==> src/rtl/fetch_unit.sv <==
// Instruction fetch stage: PC generation, single-outstanding memory requests,
// a small prefetch queue and the {instruction, pc} hand-off to decode.
module fetch_unit #(
  parameter int          PC_W     = 5,
  parameter int          DEPTH    = 2,
  parameter logic [31:0] NOP_WORD = 32'h0000_0000
) (
  input  logic            clk,
  input  logic            rst,
  input  logic            stall,
  input  logic            jump_flag,
  input  logic [PC_W-1:0] jump_dest,
  output logic            imem_req,
  output logic [PC_W-1:0] imem_addr,
  input  logic            imem_valid,
  input  logic [31:0]     imem_data,
  output logic [31:0]     instruction_out,
  output logic [PC_W-1:0] pc_out,
  output logic            fetch_valid
);

  // Handshake: imem_req is a one-cycle pulse carrying imem_addr; the matching
  // imem_valid/imem_data strobe comes back one or more cycles later. Only one
  // request may be outstanding; decode's stall holds the output registers.

  typedef enum logic [1:0] {S_RUN, S_WAIT, S_DISCARD} state_t;

  localparam logic [2:0]      DEPTH_C = 3'(DEPTH);
  localparam logic [PC_W-1:0] PC_ONE  = 1;

  state_t            state, state_n;
  logic [PC_W-1:0]   fetch_pc, fetch_pc_n;
  logic [PC_W-1:0]   tag_pc, tag_pc_n;
  logic [2:0]        count, count_n, wr_idx;
  logic [31:0]       q_instr   [DEPTH];
  logic [31:0]       q_instr_n [DEPTH];
  logic [PC_W-1:0]   q_pc      [DEPTH];
  logic [PC_W-1:0]   q_pc_n    [DEPTH];

  logic              pop, push, pending, issue;
  logic [PC_W-1:0]   req_addr;

  always_comb begin
    pop      = !jump_flag && !stall && (count != 3'd0);
    push     = imem_valid && (state == S_WAIT) && !jump_flag;
    // A request stays outstanding unless its response lands this cycle.
    pending  = (state != S_RUN) && !imem_valid;
    count_n  = jump_flag ? 3'd0 : (count - {2'b00, pop} + {2'b00, push});
    issue    = !rst && !pending && (count_n < DEPTH_C);
    req_addr = jump_flag ? jump_dest : fetch_pc;
    wr_idx   = count - {2'b00, pop};

    imem_req  = issue;
    imem_addr = issue ? req_addr : '0;

    state_n = S_RUN;
    if (issue)        state_n = S_WAIT;
    else if (pending) state_n = (jump_flag || state == S_DISCARD) ? S_DISCARD : S_WAIT;

    fetch_pc_n = issue ? (req_addr + PC_ONE) : req_addr;
    tag_pc_n   = issue ? req_addr : tag_pc;

    for (int i = 0; i < DEPTH; i++) begin
      q_instr_n[i] = q_instr[i];
      q_pc_n[i]    = q_pc[i];
    end
    if (pop) begin
      for (int i = 0; i < DEPTH - 1; i++) begin
        q_instr_n[i] = q_instr[i+1];
        q_pc_n[i]    = q_pc[i+1];
      end
    end
    if (push) begin
      for (int i = 0; i < DEPTH; i++) begin
        if (wr_idx == 3'(i)) begin
          q_instr_n[i] = imem_data;
          q_pc_n[i]    = tag_pc;
        end
      end
    end
  end

  always_ff @(posedge clk or posedge rst) begin
    if (rst) begin
      state    <= S_RUN;
      fetch_pc <= '0;
      tag_pc   <= '0;
      count    <= 3'd0;
      for (int i = 0; i < DEPTH; i++) begin
        q_instr[i] <= '0;
        q_pc[i]    <= '0;
      end
    end else begin
      state    <= state_n;
      fetch_pc <= fetch_pc_n;
      tag_pc   <= tag_pc_n;
      count    <= count_n;
      for (int i = 0; i < DEPTH; i++) begin
        q_instr[i] <= q_instr_n[i];
        q_pc[i]    <= q_pc_n[i];
      end
    end
  end

  // Redirect wins over stall; an empty queue yields a bubble with pc held.
  always_ff @(posedge clk or posedge rst) begin
    if (rst) begin
      instruction_out <= NOP_WORD;
      pc_out          <= '0;
      fetch_valid     <= 1'b0;
    end else if (jump_flag) begin
      instruction_out <= NOP_WORD;
      pc_out          <= jump_dest;
      fetch_valid     <= 1'b0;
    end else if (!stall) begin
      if (count != 3'd0) begin
        instruction_out <= q_instr[0];
        pc_out          <= q_pc[0];
        fetch_valid     <= 1'b1;
      end else begin
        instruction_out <= NOP_WORD;
        fetch_valid     <= 1'b0;
      end
    end
  end

endmodule

==> config.mk <==
export PLATFORM = sky130hd
export DESIGN_NAME = fetch_unit
export DESIGN_NICKNAME = d
export VERILOG_FILES = /design/src/rtl/fetch_unit.sv
export SDC_FILE = /design/constraint.sdc
export NUM_CORES = 1
export LEC_CHECK = 0
export ABC_AREA = 0
export BUFFER_PORTS_ARGS = -buffer_cell sky130_fd_sc_hd__clkbuf_2
export CAP_MARGIN = 20
export CORE_UTILIZATION = 50
export CTS_CLUSTER_SIZE = 40
export DETAILED_ROUTE_END_ITERATION = 8
export HOLD_SLACK_MARGIN = 0.08
export PLACE_DENSITY = 0.87
export SLEW_MARGIN = 5
export SYNTH_ARGS = -nofsm -noshare
export SYNTH_HDL_FRONTEND = slang
export SYNTH_SLANG_ARGS = --single-unit
==> constraint.sdc <==
create_clock -name clk -period 4.9 [get_ports clk]
set_clock_uncertainty 0.15 [all_clocks]
set_input_delay 1.225 -clock clk [delete_from_list [all_inputs] [get_ports clk]]
set_output_delay 1.225 -clock clk [all_outputs]
set_load 0.02 [all_outputs]
## After elaboration in Yosys (flattened, before gate mapping)

Index checks and enable logic that the tools add are counted.

| storage, ports and cells | value |
|---|---|
| word-level logic and storage cells | 62 |
| register bits | 127 |
| input bits | 42 |
| output and inout port bits | 44 |

| cells by class | value |
|---|---|
| reductions and logical operators | 19 |
| equal/unequal tests | 4 |
| mux-type cells | 24 |
| $lt $le $gt $ge | 1 |
| add/subtract/negate cells | 3 |

Operators with widths:

| cell | number |
|---|---|
| 2-to-1 mux 32 bit | 6 |
| 2-to-1 mux 64 bit | 1 |
| 2-to-1 mux 5 bit | 9 |
| 2-to-1 mux 10 bit | 1 |
| logical AND 1 bit | 7 |
| 2-to-1 mux 2 bit | 3 |
| adder 5 x 1 -> 5 bit (second input constant) | 1 |
| zero test 1 bit | 5 |
| AND reduction 2 bit | 2 |
| nonzero test 2 bit | 2 |
| adder 3 x 1 -> 3 bit | 1 |
| == test 3 x 1 -> 1 bit (second input constant) | 1 |
| zero test 3 bit | 1 |
| < comparator 3 x 2 -> 1 bit (second input constant) | 1 |
| 2-to-1 mux 1 bit | 3 |
| 2-to-1 mux 3 bit | 1 |
| nonzero test 3 bit | 1 |
| subtractor 3 x 1 -> 3 bit | 1 |
| == test 2 x 1 -> 1 bit (second input constant) | 1 |
| == test 2 bit (second input constant) | 1 |
| inequality test 2 x 1 -> 1 bit (second input constant) | 1 |
| logical OR 1 bit | 1 |

## Logic depth before layout (Yosys ltp)

Gate-level depths: netlist (run 1).

| depth | value |
|---|---|
| word-level depth | 9 |
| mapped depth | 13 |
| gate-level depth less buffers | 11 |

## Worst setup path after synthesis (run 1)

No wires, ideal clock.

| path | value |
|---|---|
| kind | input port to output port |
| start | input port jump_flag |
| end | output port imem_addr[0] |
| setup slack | -0.615 ns |
| stages on the path | 13 |
| arrival | 4.140 ns |
| buffers on the path | 3 |
| data required time | 3.525 ns |
| cell sequence | buf_2 or3_1 inv_2 clkbuf_1 ha_1 inv_1 ha_1 ha_1 xor3_1 a2111o_1 buf_2 inv_1 ha_1 |

| on the way | value |
|---|---|
| longest elaborated chain between the ends | 9 |
| elaborated cells between the ends (all ways) | 11 |
| classes of those cells | add/sub: 2; order compare: 1; mux: 3; reduce/logical: 5 |

RTL lines:

| element | line | source |
|---|---|---|
| start: declaration | 11 | `input logic jump_flag,` |
| zero test 1 bit | 44, 45 |  |
| logical AND 1 bit (2 in a row) | 44 | `pop = !jump_flag && !stall && (count != 3'd0);` |
| subtractor 3 x 1 -> 3 bit | 48 | `count_n = jump_flag ? 3'd0 : (count - {2'b00, pop} + {2'b00, push});` |
| adder 3 x 1 -> 3 bit | 48 |  |
| 2-to-1 mux 3 bit (*) | 48 |  |
| < comparator 3 x 2 -> 1 bit (*) | 49 | `issue = !rst && !pending && (count_n < DEPTH_C);` |
| logical AND 1 bit (*) | 49 |  |
| via imem_req | 13 | `output logic imem_req,` |
| 2-to-1 mux 5 bit (*) | 54 | `imem_addr = issue ? req_addr : '0;` |
| end: declaration | 14 | `output logic [PC_W-1:0] imem_addr,` |

The timed path passes the listed nets; every way through them passes the cells marked *.

## Worst setup path after layout (run 1)

| path | value |
|---|---|
| start | input port stall |
| end | output port imem_addr[0] |

| on the way | value |
|---|---|
| longest elaborated chain between the ends | 9 |

RTL lines:

| element | line | source |
|---|---|---|
| start: declaration | 10 | `input logic stall,` |
| zero test 1 bit | n/a |  |
| logical AND 1 bit (2 in a row) | 44 |  |
| subtractor 3 x 1 -> 3 bit | 48 |  |
| adder 3 x 1 -> 3 bit | 48 |  |
| 2-to-1 mux 3 bit | 48 |  |
| < comparator 3 x 2 -> 1 bit | 49 |  |
| logical AND 1 bit | 49 |  |
| 2-to-1 mux 5 bit | 54 |  |

Every way passes these cells.

==> results.json, run 1 <==
{
  "synth.cell_area_sq_um": 5170,
  "grt_pass1_vias": 3778,
  "cts-hold-fix-buffers": 0,
  "layout_min_cycle_time_ns": 4.84,
  "critical_path_arrival_ns": 3.47,
  "clk_path_buf_depth": 2,
  "crit_chain": "clkbuf_2 -> or3_4 -> inv_4 -> ha_4 -> ha_4 -> inv_2 -> ha_4 -> xor3_1 -> a2111o_1 -> buf_12 -> inv_8 -> ha_4 -> buf_6",
  "synthCells": 445,
  "io-pin-count": 86,
  "avgSynthCellArea_sq_um": 11.6,
  "syn2layout_area_growth_pct": 25.8,
  "worst-path-max-fanout": 7,
  "drv_slew": 0,
  "hp-class": "register to register",
  "final_cell_mix": "127 x dfrtp_1, 83 x clkbuf_2, 78 x nand2_1",
  "core_sq_um": 9910,
  "yosysWarnings": 0,
  "hold_viol": 0,
  "hold-worst-slack_ns": 0.339,
  "clk_latency_ns": 0.49,
  "netlist-cell-type-count": 30,
  "cts_tree": "done",
  "path_buf_inv": 6,
  "initial_core_util_pct": 52.2,
  "gp_congestion": 0.779,
  "drive_gt1_share_pct": 34.7,
  "finalSetupViolCount": 0,
  "hpwl_um": 7010,
  "critPathSlowestCell": "a2111o_1",
  "numCtsBuffers": 17,
  "ir_drop_v": 0.000260,
  "via_per_inst": 5.56,
  "antenna_found_initial": 0,
  "ys_ff_latch": 127,
  "tightestPinTransition_ns": 0.891,
  "grt_max_degree": 75,
  "num_vias": 3784,
  "final_common_cell": "dfrtp_1",
  "die_w_um": 104,
  "avgRoutedWirePerCell_um": 16.6,
  "num_rows": 36,
  "slew_headroom_pct": 40.5,
  "grt_use_total_pct": 21.6,
  "min_period_over_period_pct": 98.9,
  "status": "finished, final reports clean",
  "synth_fp_nets": 493,
  "grt_pass1_wl_um": 18400,
  "critical_path_required_ns": 3.52,
  "crit_family": "buffers and inverters",
  "first_pass_iters": 4,
  "first_iter_violations": 147,
  "cp_common_cell": "ha_4",
  "ant_nets": 0,
  "rrSetupSlack_ns": 1.59,
  "htree_levels": 4,
  "critPathMaxStageDelay_ns": 0.45,
  "io_buffers": 85,
  "cap_viol_max_count": 0,
  "routed_wl_um": 11300,
  "cts_root_buffer": "clkbuf_8",
  "powerDensity_nw_per_um2": 564,
  "antenna_cells": 0,
  "dp_slack_ns": -0.0318,
  "crit_type": "input pin to primary output",
  "drc": 0,
  "end_kind": "primary output",
  "setup_ws_ns": 0.0559,
  "p_leak_nw": 3.23,
  "nets": 582,
  "cts.sinks": 127,
  "die_h_um": 104,
  "die_area_sq_um": 10800,
  "ys_seq_area_share_pct": 61.4,
  "clk_pin_slew_ns": 0.06,
  "timing.fmax_mhz": 206,
  "grt-ovfl-total": 0,
  "crit_path_start_kind": "input pin"
}
-- synthesized netlist by cell type, drive strengths merged --
cell type  count  area, sq um
a21o           4         30.0
a31oi         37          231
dfrtp        127         3180
clkbuf        13         48.8
nand2         78          293
nor4           1         12.5
a21oi          5         25.0
nor2          43          161
ha             6         75.1
o21ba          1         10.0
a2111o         1         11.3
and2           1         6.26
buf           16         71.3
xor3           1         23.8
a22o          32          280
xnor2          4         35.0
a2bb2oi        5         43.8
mux2          41          462
nor3           2         10.0
inv            9         33.8
or3            1         6.26
nor2b          4         25.0
mux2i          4         40.0
and4bb         1         12.5
o21ai          6         30.0
nand4          2         18.8
-- flip-flops by register name, summed over array words and instances, names as in the netlist --
| signal | flops |
|---|---|
| q_instr | 64 |
| instruction_out | 32 |
| q_pc | 10 |
| fetch_pc | 5 |
| pc_out | 5 |
| tag_pc | 5 |
| count | 3 |
| state | 2 |
| fetch_valid | 1 |
-- power breakdown --
| part | internal, mW | leakage (nW) | total (mW) | switching, mW |
|---|---|---|---|---|
| Combinational | 0.378 | 1.32 | 0.810 | 0.432 |
| Clock | 0.802 | 0.286 | 1.25 | 0.450 |
| Sequential | 1.41 | 1.63 | 1.61 | 0.202 |
-- stage by stage --
stage | utilization (%) | std cells | area, sq um | setup TNS, ns | total power, mW
3_5_place_dp | 58.8 | 645 | 5820 | -0.0318 | 2.39
2_1_floorplan | - | 445 | 5270 | -0.0931 | 2.15
4_1_cts | 64.9 | 677 | 6430 | 0 | 3.66
5_1_grt | 65.7 | 680 | 6510 | -0.102 | 3.87
6_report | 65.7 | 680 | 6510 | 0 | 3.67
3_3_place_gp | 58.8 | 645 | 5820 | 0 | 2.32
-- layer usage --
layer / track usage, % / share of wire, %
met1: 28.3 / 43
met2: 35.0 / 51
met3: 6.23 / 4.6
met4: 6.33 / 0.67
met5: 0 / 0
-- final timing paths --
| check | startpoint | endpoint | cells after the start |
|---|---|---|---|
| max | stall | imem_addr[0] | 13 |
| min | q_instr[52] | instruction_out[20] | 1 |
| max reg2reg | count[2] | q_instr[6] | 10 |
| min reg2reg | q_instr[52] | instruction_out[20] | 1 |
| max in group asynchronous | rst | q_instr[53] | 3 |
| min in group asynchronous | rst | fetch_pc[4] | 2 |
-- worst reg2reg max path: cells and delay by family, from the launching register on --
kind                     cells  cell delay [ns]
XOR/XNOR                     1             0.25
AND/OR/NAND/NOR              3             1.07
multiplexers                 1             0.29
adder cells (fa/ha/maj)      2             0.31
flip-flops                   1             0.41
buffers and inverters        3             0.72
-- what timing repair did --
| action | in CTS | in global routing |
|---|---|---|
| pin swaps | 0 | 0 |
| endpoints found under the setup margin | 1 | 5 |
| gates resized for setup | 2 | 11 |
| buffers inserted | 0 | 2 |
| cloned | 0 | 1 |
-- cell type report --
cell class                      instances  area [sq um]
Timing Repair Buffer                   99           573
Multi-Input combinational cell        280          1940
Inverter                                9          46.3
Clock inverter                         13           161
Tap cell                              133           166
Fill cell                             762          3400
Clock buffer                           19           442
Sequential cell                       127          3180
-- logic make-up after synthesis --
kind of cell	share of synthesized area (%)
mux	9.70
flops	61.4
xor+xnor	1.14
fa+ha+maj	1.45
buf+inv	2.97
simple gates	10.5
compound gates	12.8
Note: power is estimated with default switching activity, not from simulation.
==> run 2: changes to the inputs <==
- CORE_ASPECT_RATIO: not set -> 0.7
- CORE_UTILIZATION: 50 -> 52
- CTS_BUF_LIST: not set -> sky130_fd_sc_hd__clkbuf_8
- PLACE_DENSITY: 0.87 -> 0.89
==> results.json, run 2 (synthesis results as in run 1) <==
{
  "status": "finished, violations left",
  "violations": "negative setup slack",
  "avgRoutedWirePerCell_um": 16.8,
  "powerDensity_nw_per_um2": 508,
  "switchingPower_uw": 996,
  "p_leak_nw": 3.14,
  "worst-path-max-fanout": 6,
  "cap_viol_max_count": 0,
  "initial_core_util_pct": 53.4,
  "power_frac_comb_pct": 26.0,
  "dp_slack_ns": -0.0185,
  "cts-hold-fix-buffers": 0,
  "die_area_sq_um": 10400,
  "cts.sinks": 127,
  "num_vias": 3725,
  "gp_congestion": 0.810,
  "io-pin-count": 86,
  "die_h_um": 85.5,
  "clockPowerShare_pct": 23.7,
  "grt_max_degree": 76,
  "via_per_inst": 5.56,
  "drv_slew": 0,
  "path_buf_inv": 6,
  "intPower_mw": 2.19,
  "rrSetupSlack_ns": 1.50,
  "ant_nets": 0,
  "final_util_pct": 64.7,
  "critical_path_required_ns": 3.52,
  "numCtsBuffers": 17,
  "routed_wl_um": 11200,
  "first_pass_iters": 4,
  "hold_viol": 0,
  "timing.fmax_mhz": 202,
  "die_w_um": 121,
  "cts_tree": "done",
  "hpwl_um": 6920,
  "core_sq_um": 9680,
  "grt_pass1_wl_um": 17900,
  "cp_common_cell": "ha_4",
  "min_period_over_period_pct": 101,
  "swShare_pct": 31.3,
  "rsz0062_at_grt": "true",
  "worstSetupStartpoint": "jump_flag",
  "critPathSlowestCell": "a2111o_1",
  "reg2reg_from": "count[2]",
  "largest_register": "q_instr",
  "nets": 582,
  "io_buffers": 85,
  "drc": 0,
  "finalSetupViolCount": 2,
  "tightestPinTransition_ns": 0.909,
  "slew_headroom_pct": 39.3,
  "cp_num_cells": 13,
  "critPathCapture": "imem_addr[0]",
  "dp_cells": 639,
  "clk_path_buf_depth": 2,
  "final_common_cell": "dfrtp_1",
  "largest_reg_flops": 64,
  "antenna_cells": 0,
  "crit_family": "buffers and inverters",
  "grt_use_total_pct": 22.8,
  "placed_area_sq_um": 5810,
  "grt-ovfl-total": 0,
  "crit_chain": "buf_6 -> or3_4 -> inv_4 -> ha_4 -> inv_4 -> ha_4 -> ha_4 -> xor3_1 -> a2111o_1 -> buf_12 -> clkinv_8 -> ha_4 -> buf_6",
  "instances_no_fill": 670,
  "final_cell_mix": "127 x dfrtp_1, 79 x clkbuf_2, 78 x nand2_1",
  "htree_levels": 4,
  "end_kind": "primary output",
  "ir_drop_v": 0.000382,
  "drive_gt1_share_pct": 33.4,
  "critical_path_arrival_ns": 3.56,
  "setup_ws_ns": -0.0388,
  "final_cell_area_sq_um": 6260,
  "layout_min_cycle_time_ns": 4.94,
  "r2r-end": "fetch_pc[4]",
  "num_rows": 30,
  "hp-class": "register to register",
  "syn2layout_area_growth_pct": 21.0,
  "top_regs": "q_instr x64, instruction_out x32, q_pc x10",
  "antenna_found_initial": 0,
  "crit_type": "input pin to primary output",
  "first_iter_violations": 246,
  "critPathMaxStageDelay_ns": 0.46,
  "clk_latency_ns": 0.43,
  "clk_pin_slew_ns": 0.06,
  "seqPwrFrac_pct": 50.3,
  "reg2reg_depth": 14,
  "cts_root_buffer": "clkbuf_8",
  "crit_path_start_kind": "input pin",
  "grt_pass1_vias": 3707
}
[run 2: cell types whose count changed in the layout (fill, tap and decap cells not counted), moves of 2 or more]
cell        change
bufinv_16       -3
buf_6           +4
clkinv_2        -2
clkinv_4        -2
clkbuf_8       +19
clkbuf_16      -16
clkbuf_2        -4
clkinvlp_4      -4
inv_1           +4
[run 2: area by class of cell]
type,count,area [sq um]
Clock inverter,5,20.0
Timing Repair Buffer,99,598
Inverter,9,53.8
Clock buffer,22,303
Multi-Input combinational cell,280,1950
Fill cell,755,3420
Tap cell,128,160
Sequential cell,127,3180
[run 2: worst min path at each step]
stage | startpoint | to | cells past startpoint
after floorplan | q_instr[19] | q_instr[19] | 1
after global placement | q_instr[33] | instruction_out[1] | 1
after detailed placement | q_instr[32] | instruction_out[0] | 1
after CTS | q_instr[36] | instruction_out[4] | 1
after global routing | q_instr[33] | instruction_out[1] | 1
final | q_instr[34] | instruction_out[2] | 1
[run 2: power groups by stage]
stage / Sequential, mW / Combinational, mW / Clock (mW)
floorplan: 1.60 / 0.543 / 0
global placement: 1.59 / 0.725 / 0
detailed placement: 1.61 / 0.775 / 0
CTS: 1.60 / 0.782 / 0.768
global route: 1.64 / 0.915 / 0.815
finish: 1.60 / 0.828 / 0.754
[run 2: metal layers]
| metal | track usage, % | up-vias | part of all wire, % |
|---|---|---|---|
| met3 | 6.85 | 16 | 5.8 |
| met1 | 29.3 | 1860 | 44 |
| met2 | 36.9 | 116 | 49 |
| li1 | - | 1733 | - |
| met4 | 8.31 | 0 | 1.5 |
| met5 | 0 | - | 0 |
[run 2: stage by stage]
| step | hold WS, ns | power, mW | TNS (ns) |
|---|---|---|---|
| 2_1_floorplan | 0.314 | 2.15 | -0.0931 |
| 6_report | 0.338 | 3.18 | -0.0496 |
| 3_3_place_gp | 0.323 | 2.31 | 0 |
| 3_5_place_dp | 0.328 | 2.39 | -0.0185 |
| 4_1_cts | 0.341 | 3.15 | 0 |
| 5_1_grt | 0.357 | 3.37 | -0.311 |
[run 2: what timing repair did]
action	4_1_cts	5_1_grt
buffers inserted	0	3
pin swaps	0	5
cloned	0	1
setup endpoints to repair	1	5
resized for setup	2	23
==> run 3: changes to the inputs <==
- clock period: 4.9 -> 4.2 ns (I/O delays scaled with it)
==> results.json, run 3 (synthesis results as in run 1) <==
{
  "num_vias": 3781,
  "holdCritStartpoint": "q_instr[58]",
  "cts_root_buffer": "clkbuf_8",
  "rrSetupSlack_ns": 1.01,
  "die_w_um": 121,
  "clk_path_buf_depth": 2,
  "io_buffers": 85,
  "cts_tree": "done",
  "die_area_sq_um": 10400,
  "critical_path_arrival_ns": 3.31,
  "critical_path_required_ns": 3.00,
  "worst-path-max-fanout": 8,
  "ir_drop_v": 0.000423,
  "hpwl_um": 7190,
  "cts.sinks": 127,
  "powerDensity_nw_per_um2": 613,
  "top_regs": "q_instr x64, instruction_out x32, q_pc x10",
  "crit_path_start_kind": "input pin",
  "reg2reg_depth": 13,
  "largest_register": "q_instr",
  "hp-class": "register to register",
  "htree_levels": 4,
  "initial_core_util_pct": 53.4,
  "clk_latency_ns": 0.43,
  "timing.setup.tns_ns": -1.77,
  "drv_slew": 0,
  "via_per_inst": 5.53,
  "antenna_cells": 0,
  "largest_reg_flops": 64,
  "met1_usage_pct": 31.4,
  "die_h_um": 85.5,
  "first_pass_iters": 5,
  "num_rows": 30,
  "routed_wl_um": 11300,
  "first_iter_violations": 276,
  "drive_gt1_share_pct": 35.8,
  "cap_viol_max_count": 0,
  "status": "finished, violations left",
  "crit_type": "input pin to primary output",
  "timing.fmax_mhz": 222,
  "hold_end": "instruction_out[26]",
  "core_sq_um": 9680,
  "grt_pass1_vias": 3787,
  "critPathMaxStageDelay_ns": 0.47,
  "hold_viol": 0,
  "grt-ovfl-total": 0,
  "gp_congestion": 0.819,
  "grt_pass1_wl_um": 18400,
  "top_usage_layer": "met2",
  "min_period_over_period_pct": 107,
  "p_leak_nw": 3.21,
  "slew_headroom_pct": 38.4,
  "drc": 0,
  "grt_use_total_pct": 23.5,
  "violations": "negative setup slack",
  "tightestPinTransition_ns": 0.922,
  "syn2layout_area_growth_pct": 24.5,
  "nets": 591,
  "final_cell_mix": "127 x dfrtp_1, 78 x nand2_1, 78 x clkbuf_2",
  "antenna_found_initial": 0,
  "crit_chain": "clkbuf_2 -> or3_4 -> inv_4 -> ha_4 -> ha_4 -> inv_4 -> ha_4 -> xor3_1 -> a2111o_1 -> buf_12 -> clkinv_8 -> ha_4 -> buf_8",
  "cp_common_cell": "ha_4",
  "layout_min_cycle_time_ns": 4.51,
  "power_mw": 3.95,
  "io-pin-count": 86,
  "setup_ws_ns": -0.310,
  "r2r-end": "fetch_pc[4]",
  "critPathSlowestCell": "a2111o_1",
  "avgRoutedWirePerCell_um": 16.6,
  "clk_pin_slew_ns": 0.06,
  "reg2reg_from": "count[2]",
  "ant_nets": 0,
  "grt_max_degree": 75,
  "numCtsBuffers": 17,
  "final_common_cell": "dfrtp_1",
  "grt_util_met3_pct": 6.32,
  "rsz0062_at_grt": "true",
  "dp_slack_ns": -0.342,
  "finalSetupViolCount": 6,
  "use_met2_pct": 37.0,
  "end_kind": "primary output",
  "hold_depth": 1
}
## run 3: cell types whose count changed in the layout (fill, tap and decap cells not counted), moves of 2 or more
cell and delta:
buf_4 +9, clkinv_2 +4, clkinvlp_4 +4, buf_6 -5
buf_8 +5, clkbuf_8 -2, bufinv_16 +3, inv_1 -3
## run 3: what timing repair did
item | CTS | global route
pin swaps | 2 | 2
buffers inserted | 2 | 2
endpoints found under the setup margin | 6 | 6
gates resized for setup | 12 | 9
hold buffers | 0 | 0
## run 3: final cells by class
type | count | area, sq um
Sequential cell | 127 | 3180
Clock inverter | 12 | 141
Inverter | 9 | 57.6
Tap cell | 128 | 160
Timing Repair Buffer | 108 | 682
Fill cell | 692 | 3240
Multi-Input combinational cell | 280 | 1950
Clock buffer | 20 | 275
## run 3: power by group
part / switching (mW) / total [mW] / internal, mW
Clock: 0.465 / 1.09 / 0.627
Sequential: 0.235 / 1.87 / 1.64
Combinational: 0.513 / 0.984 / 0.471
Total: 1.21 / 3.95 / 2.74
## run 3: layer usage
| metal | routed length [um] | vias up |
|---|---|---|
| met5 | 0 | - |
| met3 | 519 | 15 |
| met2 | 5550 | 108 |
| met1 | 5130 | 1911 |
| met4 | 123 | 0 |
| li1 | - | 1747 |
## run 3: how the worst max path moves through the flow
| stage | startpoint | endpoint | slack (ns) | cells after the start |
|---|---|---|---|---|
| after detailed placement | stall | imem_addr[0] | -0.34 | 13 |
| after CTS | stall | imem_addr[0] | -0.31 | 13 |
| final | jump_flag | imem_addr[0] | -0.31 | 13 |
| after global routing | jump_flag | imem_addr[0] | -0.36 | 13 |
| after global placement | jump_flag | imem_addr[0] | -0.27 | 13 |
| after floorplan | jump_flag | imem_addr[0] | -0.38 | 13 |
## run 3: worst max-delay path: cells and delay by family
| kind | cells | cell delay [ns] |
|---|---|---|
| AND/OR/NAND/NOR | 1 | 0.39 |
| XOR/XNOR | 1 | 0.23 |
| adder cells (fa/ha/maj) | 4 | 0.57 |
| AO/OA/AOI/OAI | 1 | 0.47 |
| buffers and inverters | 6 | 0.57 |
## run 3: stage by stage
| stage | utilization, % | area [sq um] | hold slack [ns] | std cells |
|---|---|---|---|---|
| 6_report | 66.6 | 6440 | 0.336 | 684 |
| 5_1_grt | 66.6 | 6440 | 0.348 | 684 |
| 4_1_cts | 66.1 | 6410 | 0.335 | 682 |
| 3_5_place_dp | 61.2 | 5930 | 0.330 | 648 |
| 3_3_place_gp | 61.2 | 5930 | 0.322 | 648 |
| 2_1_floorplan | - | 5320 | 0.314 | 445 |
